--- config.mk ---
export PLATFORM = sky130hd
export DESIGN_NAME = sw_alloc_rr_flat
export DESIGN_NICKNAME = d
export VERILOG_FILES = /design/src/rtl/sw_alloc_rr_pkg.sv /design/src/rtl/sw_alloc_rr_if.sv /design/src/rtl/sw_alloc_rr_arb5.sv /design/src/rtl/sw_alloc_rr.sv /design/src/flat_wrapper.sv
export SDC_FILE = /design/constraint.sdc
export NUM_CORES = 1
export LEC_CHECK = 0
export BUFFER_PORTS_ARGS = -buffer_cell sky130_fd_sc_hd__buf_2
export CORE_MARGIN = 1
export CORE_UTILIZATION = 65
export DETAILED_ROUTE_END_ITERATION = 12
export PLACE_DENSITY = 0.95
export SLEW_MARGIN = 40
export SYNTH_ARGS = -nofsm -noshare
export SYNTH_HDL_FRONTEND = slang
export SYNTH_SLANG_ARGS = --single-unit
--- constraint.sdc ---
create_clock -name clk -period 6.7 [get_ports clk]
set_input_delay 0 -clock clk [delete_from_list [all_inputs] [get_ports clk]]
set_output_delay 0 -clock clk [all_outputs]
set_load 0.02 [all_outputs]
--- src/rtl/sw_alloc_rr_pkg.sv ---
// sw_alloc_rr_pkg: shared router constants, packet field layout and round-robin helpers
package sw_alloc_rr_pkg;
  localparam int NPORT = 5;
  localparam int P_N = 4, P_S = 3, P_E = 2, P_W = 1, P_PE = 0;
  // 32-bit packet: vc | dx | dy | hx | hy | sx | sy | payload
  localparam int PKT_W = 32;
  localparam int CRD_W = 3;
  localparam int VC_BIT = 31;
  localparam int DX_BIT = 30;
  localparam int DY_BIT = 29;
  localparam int HX_LSB = 26;
  localparam int HY_LSB = 23;
  localparam int SX_LSB = 20;
  localparam int SY_LSB = 17;
  localparam int PL_LSB = 0;
  localparam int PL_W = 17;
  typedef logic [NPORT-1:0] pvec_t;
  function automatic logic [2:0] rr_next(input logic [2:0] w);
    return w >= 3'd4 ? 3'd0 : w + 3'd1;
  endfunction
endpackage

--- src/rtl/sw_alloc_rr_if.sv ---
// sw_alloc_rr_if: request, buffer-full and grant bundle between request matrix, allocator and crossbar
interface sw_alloc_rr_if;
  import sw_alloc_rr_pkg::*;
  logic phase_internal;
  pvec_t req_to_n, req_to_s, req_to_e, req_to_w, req_to_pe;
  logic outbuf_full_n, outbuf_full_s, outbuf_full_e, outbuf_full_w, outbuf_full_pe;
  pvec_t gnt_to_n, gnt_to_s, gnt_to_e, gnt_to_w, gnt_to_pe;
  modport master (
    output phase_internal,
    output req_to_n, req_to_s, req_to_e, req_to_w, req_to_pe,
    output outbuf_full_n, outbuf_full_s, outbuf_full_e, outbuf_full_w, outbuf_full_pe,
    input  gnt_to_n, gnt_to_s, gnt_to_e, gnt_to_w, gnt_to_pe
  );
  modport slave (
    input  phase_internal,
    input  req_to_n, req_to_s, req_to_e, req_to_w, req_to_pe,
    input  outbuf_full_n, outbuf_full_s, outbuf_full_e, outbuf_full_w, outbuf_full_pe,
    output gnt_to_n, gnt_to_s, gnt_to_e, gnt_to_w, gnt_to_pe
  );
endinterface

--- src/rtl/sw_alloc_rr_arb5.sv ---
// rr_arb5: 5-way round-robin arbiter, combinational one-hot grant, pointer advances past each winner
module rr_arb5
  import sw_alloc_rr_pkg::*;
#(
  parameter logic [2:0] PTR_RST = 3'd0
) (
  input  logic  clk,
  input  logic  reset,
  input  logic  en,
  input  pvec_t req,
  output pvec_t gnt
);
  logic [2:0] ptr, base, w, idx;
  logic [3:0] s;
  logic hit;
  // out-of-range pointers scan as if they were 0
  assign base = ptr > 3'd4 ? 3'd0 : ptr;
  always_comb begin
    gnt = '0;
    w = base;
    hit = 1'b0;
    s = '0;
    idx = '0;
    for (int k = 0; k < NPORT; k++) begin
      s = {1'b0, base} + 4'(k);
      idx = s > 4'd4 ? 3'(s - 4'd5) : s[2:0];
      if (!hit && req[idx]) begin
        gnt[idx] = 1'b1;
        w = idx;
        hit = 1'b1;
      end
    end
    if (!(en && reset)) gnt = '0;
  end
  always_ff @(posedge clk or negedge reset)
    if (!reset) ptr <= PTR_RST;
    else if (|gnt) ptr <= ptr > 3'd4 ? 3'd0 : rr_next(w);
endmodule

--- src/rtl/sw_alloc_rr.sv ---
// sw_alloc_rr: switch allocator, one independent round-robin arbiter per output port
module sw_alloc_rr
  import sw_alloc_rr_pkg::*;
#(
  parameter logic [2:0] PTR_RST = 3'd0
) (
  input logic clk,
  input logic reset,
  sw_alloc_rr_if.slave bus
);
  pvec_t req [NPORT];
  pvec_t gnt [NPORT];
  logic [NPORT-1:0] full, multi;
  assign req[P_N]  = bus.req_to_n;
  assign req[P_S]  = bus.req_to_s;
  assign req[P_E]  = bus.req_to_e;
  assign req[P_W]  = bus.req_to_w;
  assign req[P_PE] = bus.req_to_pe;
  assign full = {bus.outbuf_full_n, bus.outbuf_full_s, bus.outbuf_full_e, bus.outbuf_full_w, bus.outbuf_full_pe};
  genvar i;
  generate
    for (i = 0; i < NPORT; i++) begin : g_arb
      rr_arb5 #(.PTR_RST(PTR_RST)) u_arb (
        .clk(clk),
        .reset(reset),
        .en(bus.phase_internal & ~full[i]),
        .req(req[i]),
        .gnt(gnt[i])
      );
    end
  endgenerate
  assign bus.gnt_to_n  = gnt[P_N];
  assign bus.gnt_to_s  = gnt[P_S];
  assign bus.gnt_to_e  = gnt[P_E];
  assign bus.gnt_to_w  = gnt[P_W];
  assign bus.gnt_to_pe = gnt[P_PE];
  // XY routing guarantees an input targets one output; outputs would otherwise double-grant it
  always_comb begin
    multi = '0;
    for (int j = 0; j < NPORT; j++)
      multi[j] = $countones({req[4][j], req[3][j], req[2][j], req[1][j], req[0][j]}) > 1;
  end
  a_xy_single_output: assert property (@(posedge clk) disable iff (!reset) multi == '0);
endmodule

--- src/flat_wrapper.sv ---
// flat-port wrapper written by rule: the top's interface ports become plain ports
module sw_alloc_rr_flat import sw_alloc_rr_pkg::*;
#(
  parameter logic [2:0] PTR_RST = 3'd0
)
  (clk, reset, bus_phase_internal, bus_req_to_n, bus_req_to_s, bus_req_to_e, bus_req_to_w, bus_req_to_pe, bus_outbuf_full_n, bus_outbuf_full_s, bus_outbuf_full_e, bus_outbuf_full_w, bus_outbuf_full_pe, bus_gnt_to_n, bus_gnt_to_s, bus_gnt_to_e, bus_gnt_to_w, bus_gnt_to_pe);
  sw_alloc_rr_if bus_i ();
  input logic clk;
  input logic reset;
  input wire logic [$bits(bus_i.phase_internal)-1:0] bus_phase_internal;
  input wire logic [$bits(bus_i.req_to_n)-1:0] bus_req_to_n;
  input wire logic [$bits(bus_i.req_to_s)-1:0] bus_req_to_s;
  input wire logic [$bits(bus_i.req_to_e)-1:0] bus_req_to_e;
  input wire logic [$bits(bus_i.req_to_w)-1:0] bus_req_to_w;
  input wire logic [$bits(bus_i.req_to_pe)-1:0] bus_req_to_pe;
  input wire logic [$bits(bus_i.outbuf_full_n)-1:0] bus_outbuf_full_n;
  input wire logic [$bits(bus_i.outbuf_full_s)-1:0] bus_outbuf_full_s;
  input wire logic [$bits(bus_i.outbuf_full_e)-1:0] bus_outbuf_full_e;
  input wire logic [$bits(bus_i.outbuf_full_w)-1:0] bus_outbuf_full_w;
  input wire logic [$bits(bus_i.outbuf_full_pe)-1:0] bus_outbuf_full_pe;
  output wire logic [$bits(bus_i.gnt_to_n)-1:0] bus_gnt_to_n;
  output wire logic [$bits(bus_i.gnt_to_s)-1:0] bus_gnt_to_s;
  output wire logic [$bits(bus_i.gnt_to_e)-1:0] bus_gnt_to_e;
  output wire logic [$bits(bus_i.gnt_to_w)-1:0] bus_gnt_to_w;
  output wire logic [$bits(bus_i.gnt_to_pe)-1:0] bus_gnt_to_pe;
  assign bus_i.phase_internal = bus_phase_internal;
  assign bus_i.req_to_n = bus_req_to_n;
  assign bus_i.req_to_s = bus_req_to_s;
  assign bus_i.req_to_e = bus_req_to_e;
  assign bus_i.req_to_w = bus_req_to_w;
  assign bus_i.req_to_pe = bus_req_to_pe;
  assign bus_i.outbuf_full_n = bus_outbuf_full_n;
  assign bus_i.outbuf_full_s = bus_outbuf_full_s;
  assign bus_i.outbuf_full_e = bus_outbuf_full_e;
  assign bus_i.outbuf_full_w = bus_outbuf_full_w;
  assign bus_i.outbuf_full_pe = bus_outbuf_full_pe;
  assign bus_gnt_to_n = bus_i.gnt_to_n;
  assign bus_gnt_to_s = bus_i.gnt_to_s;
  assign bus_gnt_to_e = bus_i.gnt_to_e;
  assign bus_gnt_to_w = bus_i.gnt_to_w;
  assign bus_gnt_to_pe = bus_i.gnt_to_pe;
  sw_alloc_rr #(.PTR_RST(PTR_RST)) u_core (.clk(clk), .reset(reset), .bus(bus_i));
endmodule
==> metrics.csv <==
stage,metric,value,unit
global_routing,wire length of the first global-routing pass,34.9,mm
clocking,Clock Path Buffers,2,
die,top-level I/O count,58,
sta,RSZ-0062 raised after global routing,no,
synth,Post-Syn Area per Cell,6.81,sq um
clocking,CTS H-Tree Depth,1,
global_routing,number of global-route vias before repair,7420,
worst_setup_path,Crit path largest cell delay,840,ps
sta,Slew Limit Headroom,45.5,%
layout,area grow syn2layout,2.60,%
layout,Top reg by flops,u_core.g_arb.u_arb.ptr,
drt,via/cell ratio,7.09,
die,core area,10400,sq um
synth,Ys Warns,0,
sta,Tcrit/Tclk final,74.4,%
drt,1st-iter DRT viols,1059,
worst_setup_path,worst r2r dst,u_core.g_arb[3].u_arb.ptr[1],
worst_setup_path,R2R cell count,12,
worst_setup_path,Crit path top cell by count,nand2b_1,
die,row count,37,
layout,share of layout cells above drive strength 1,11.7,%
layout,max reg flops,15,
sta,Slew @ Worst Pin,812,ps
synth,sequential fraction of the synthesis area,5.31,%
worst_setup_path,Critical Path Source,u_core.g_arb[3].u_arb.ptr[0],
clocking,setup repair bufs after CTS,0,
drt,TritonRoute pass-1 iters,6,
drt,WL/cell,18.0,um
worst_setup_path,critical path launch point type,flop,
sta,Final Setup Violations,0,
global_routing,GRT Util Overall,36.7,%
drt,DRC Markers,0,
synth,synthesized netlist cell count,1038,
worst_setup_path,crit path cell chain,"nand2b_1, ha_1, nand2b_1, a21oi_1, o21ba_2, a22o_1, nor3_2, nand2b_1, o32ai_1, o21ai_0, nand4b_1, mux2_2",
synth,#FFs+latches synth,15,
synth,Post-Synth XOR/XNOR Area,2.71,%
layout,ant diodes,0,
sta,TNS Setup,0,ps
synth,Synth cell types,99,
worst_setup_path,reg-to-reg startpoint,u_core.g_arb[3].u_arb.ptr[0],
layout,# nets final,1114,
layout,biggest regs,u_core.g_arb.u_arb.ptr: 15 flops,
clocking,post_cts resized,0,
worst_setup_path,crit path kind,reg -> reg,
global_routing,largest net degree at the start of global routing,29,
synth,mux cell area share after synthesis,7.08,%
sta,Peak Freq,201,MHz
placed_design,Buffers on Ports,57,
drt,vias,8272,
synth,adder-cell share of the synthesized area,8.85,%
clocking,CTS Buf Count,3,
global_routing,antenna violations before repair,0,
placed_design,RD Place Congestion,1.03,
sta,clock skew,3.57,ps
sta,Max Slew Vio Count,0,
synth,Post-synth EDFFs,0,
clocking,root buffer cell,clkbuf_8,
die,die height,106,um
worst_setup_path,r2r setup slk,1710,ps
clocking,TritonCTS clock tree,yes,
synth,"Cell Area, Synth",7070,sq um
die,full die area,11300,sq um
min_path,HP Class,in -> async,
sta,"Hold Vio Cnt, Final",0,
worst_setup_path,CP arrival,5100,ps
worst_setup_path,Critical-path top delay cell,dfrtp_1,
status,status,finished clean,
synth,synthesized net count,1121,
placed_design,post-DP HPWL,15.9,mm
flow_run,number of max-cap violations,0,
synth,Synth Area in Compound Gates,34.3,%
worst_setup_path,WP data required,6820,ps
layout,filler instances,968,
worst_setup_path,crit-path max FO,28,
synth,Post-synth ARST share,100,%
clocking,later-pin clock latency in the skew report,240,ps
synth,ys flop type,dfrtp_1,
worst_setup_path,Setup crit end kind,flop,
clocking,clk sinks,15,
clocking,"CTS clk-pin slew, worst paths",60,ps
drt,Total Routed Length,21.0,mm
die,Die X,106,um
clocking,Post-CTS Hold Fix Bufs,1,
drt,Post-DRT Antenna Nets,0,
sta,fin crit period,4990,ps
synth,simple-gate area share of the yosys netlist,33.3,%
die,Initial Utilization,67.9,%
global_routing,total grt overflow,0,
synth,largest family of logic cells by synthesized area,compound AO/OA/AOI/OAI gates,
[metal layers]
metal / wire length, um / vias up / part of all wire, % / GRT usage, %
met3: 1990 / 95 / 9.5 / 4.78
met5: 0 / - / 0 / 0
met1: 8740 / 3738 / 42 / 49.0
met4: 730 / 0 / 3.5 / 14.4
met2: 9500 / 551 / 45 / 59.6
li1: - / 3888 / - / -
[worst max-delay path: cells and delay by family (launching register included)]
family,cells,cell delay (ps)
DFF,1,840
muxes,1,380
adders and majority gates,1,650
and+or+nand+nor,5,1650
AOI/OAI and AO/OA,5,1330
[kinds of logic (layout without fill, tap and decap cells)]
group | after synthesis | in the layout
compound gates | 346 | 346
xor+xnor | 21 | 21
fa+ha+maj | 50 | 50
buf+inv | 139 | 131
flops | 15 | 15
mux | 45 | 45
simple gates | 422 | 422
[area by class of cell]
cell class	count	area, sq um	area share [%]
inverter	69	264	3.64
tap	136	170	2.35
multi-input combinational	884	6110	84.2
timing repair buffer	58	295	4.07
sequential	15	375	5.17
clock buffer	4	45.0	0.621
[stage by stage]
step	area, sq um	util [%]	setup slack (ps)	hold slack (ps)	instances
floorplan	7070	-	2420	-296	1038
global placement	7190	69.1	1920	-76.9	1161
finish	7260	69.7	1710	232	1166
global route	7260	69.7	1300	251	1166
detailed placement	7190	69.1	1820	-80.2	1161
CTS	7250	69.6	1800	236	1166
[how the worst max path moves through the flow]
stage | cells after the start | end
finish | 12 | u_core.g_arb[3].u_arb.ptr[1]
global placement | 14 | u_core.g_arb[3].u_arb.ptr[1]
global route | 12 | u_core.g_arb[3].u_arb.ptr[1]
floorplan | 17 | u_core.g_arb[0].u_arb.ptr[0]
detailed placement | 16 | u_core.g_arb[3].u_arb.ptr[1]
CTS | 16 | u_core.g_arb[3].u_arb.ptr[1]
[cell usage in the layout (no fill, tap or decap), types with 10 or more instances in the layout]
cell      netlist  routed
nor3b_1        10      10
a21oi_1        69      69
dfrtp_1        15      15
nand2_1        91      91
or3_1          10      10
a211oi_1       16      16
xnor2_1        15      15
nor3_1         24      24
nand3_1        33      33
o21ai_0        59      59
nand2b_1       29      29
a22oi_1        12      12
a31oi_1        20      20
inv_2          10      10
inv_1          56      56
and2_1         10      10
buf_2          27      57
o211ai_1       18      18
nor2_1         89      89
nor2b_1        19      19
nand4_1        10      10
o221ai_1       10      10
mux2i_1        35      35
ha_1           50      50
or2_2          12      12
[cell usage after synthesis, drive strengths merged, types with 6 or more instances]
master	number	area, sq um
and2	10	62.6
a22o	6	52.6
nand3b	6	45.0
ha	50	626
nand3	33	165
nor2	89	334
nand4b	8	70.1
nand2b	30	195
or3	11	73.8
o21a	9	67.6
and3b	8	70.1
mux2i	35	350
nand2	92	353
nor4	10	98.8
a211oi	21	183
mux2	7	82.6
a32oi	8	70.1
and3	7	48.8
o21bai	7	52.6
a31oi	20	125
o31a	7	61.3
o22ai	9	56.3
a221oi	8	70.1
nor3	26	140
xnor2	16	148
o311ai	6	52.6
o221ai	10	87.6
a21oi	70	354
or3b	8	70.1
nor2b	19	119
nand4	10	62.6
a21boi	6	45.0
dfrtp	15	375
nor4b	9	78.8
o21ai	65	325
clkbuf	31	116
inv	68	260
buf	39	218
nor3b	12	100
a2111oi	8	95.1
a22oi	12	90.1
o211ai	18	135
or2	19	121
Power is not shown: default switching activity piles up to over one toggle a cycle in this logic, so the estimate is an artifact.
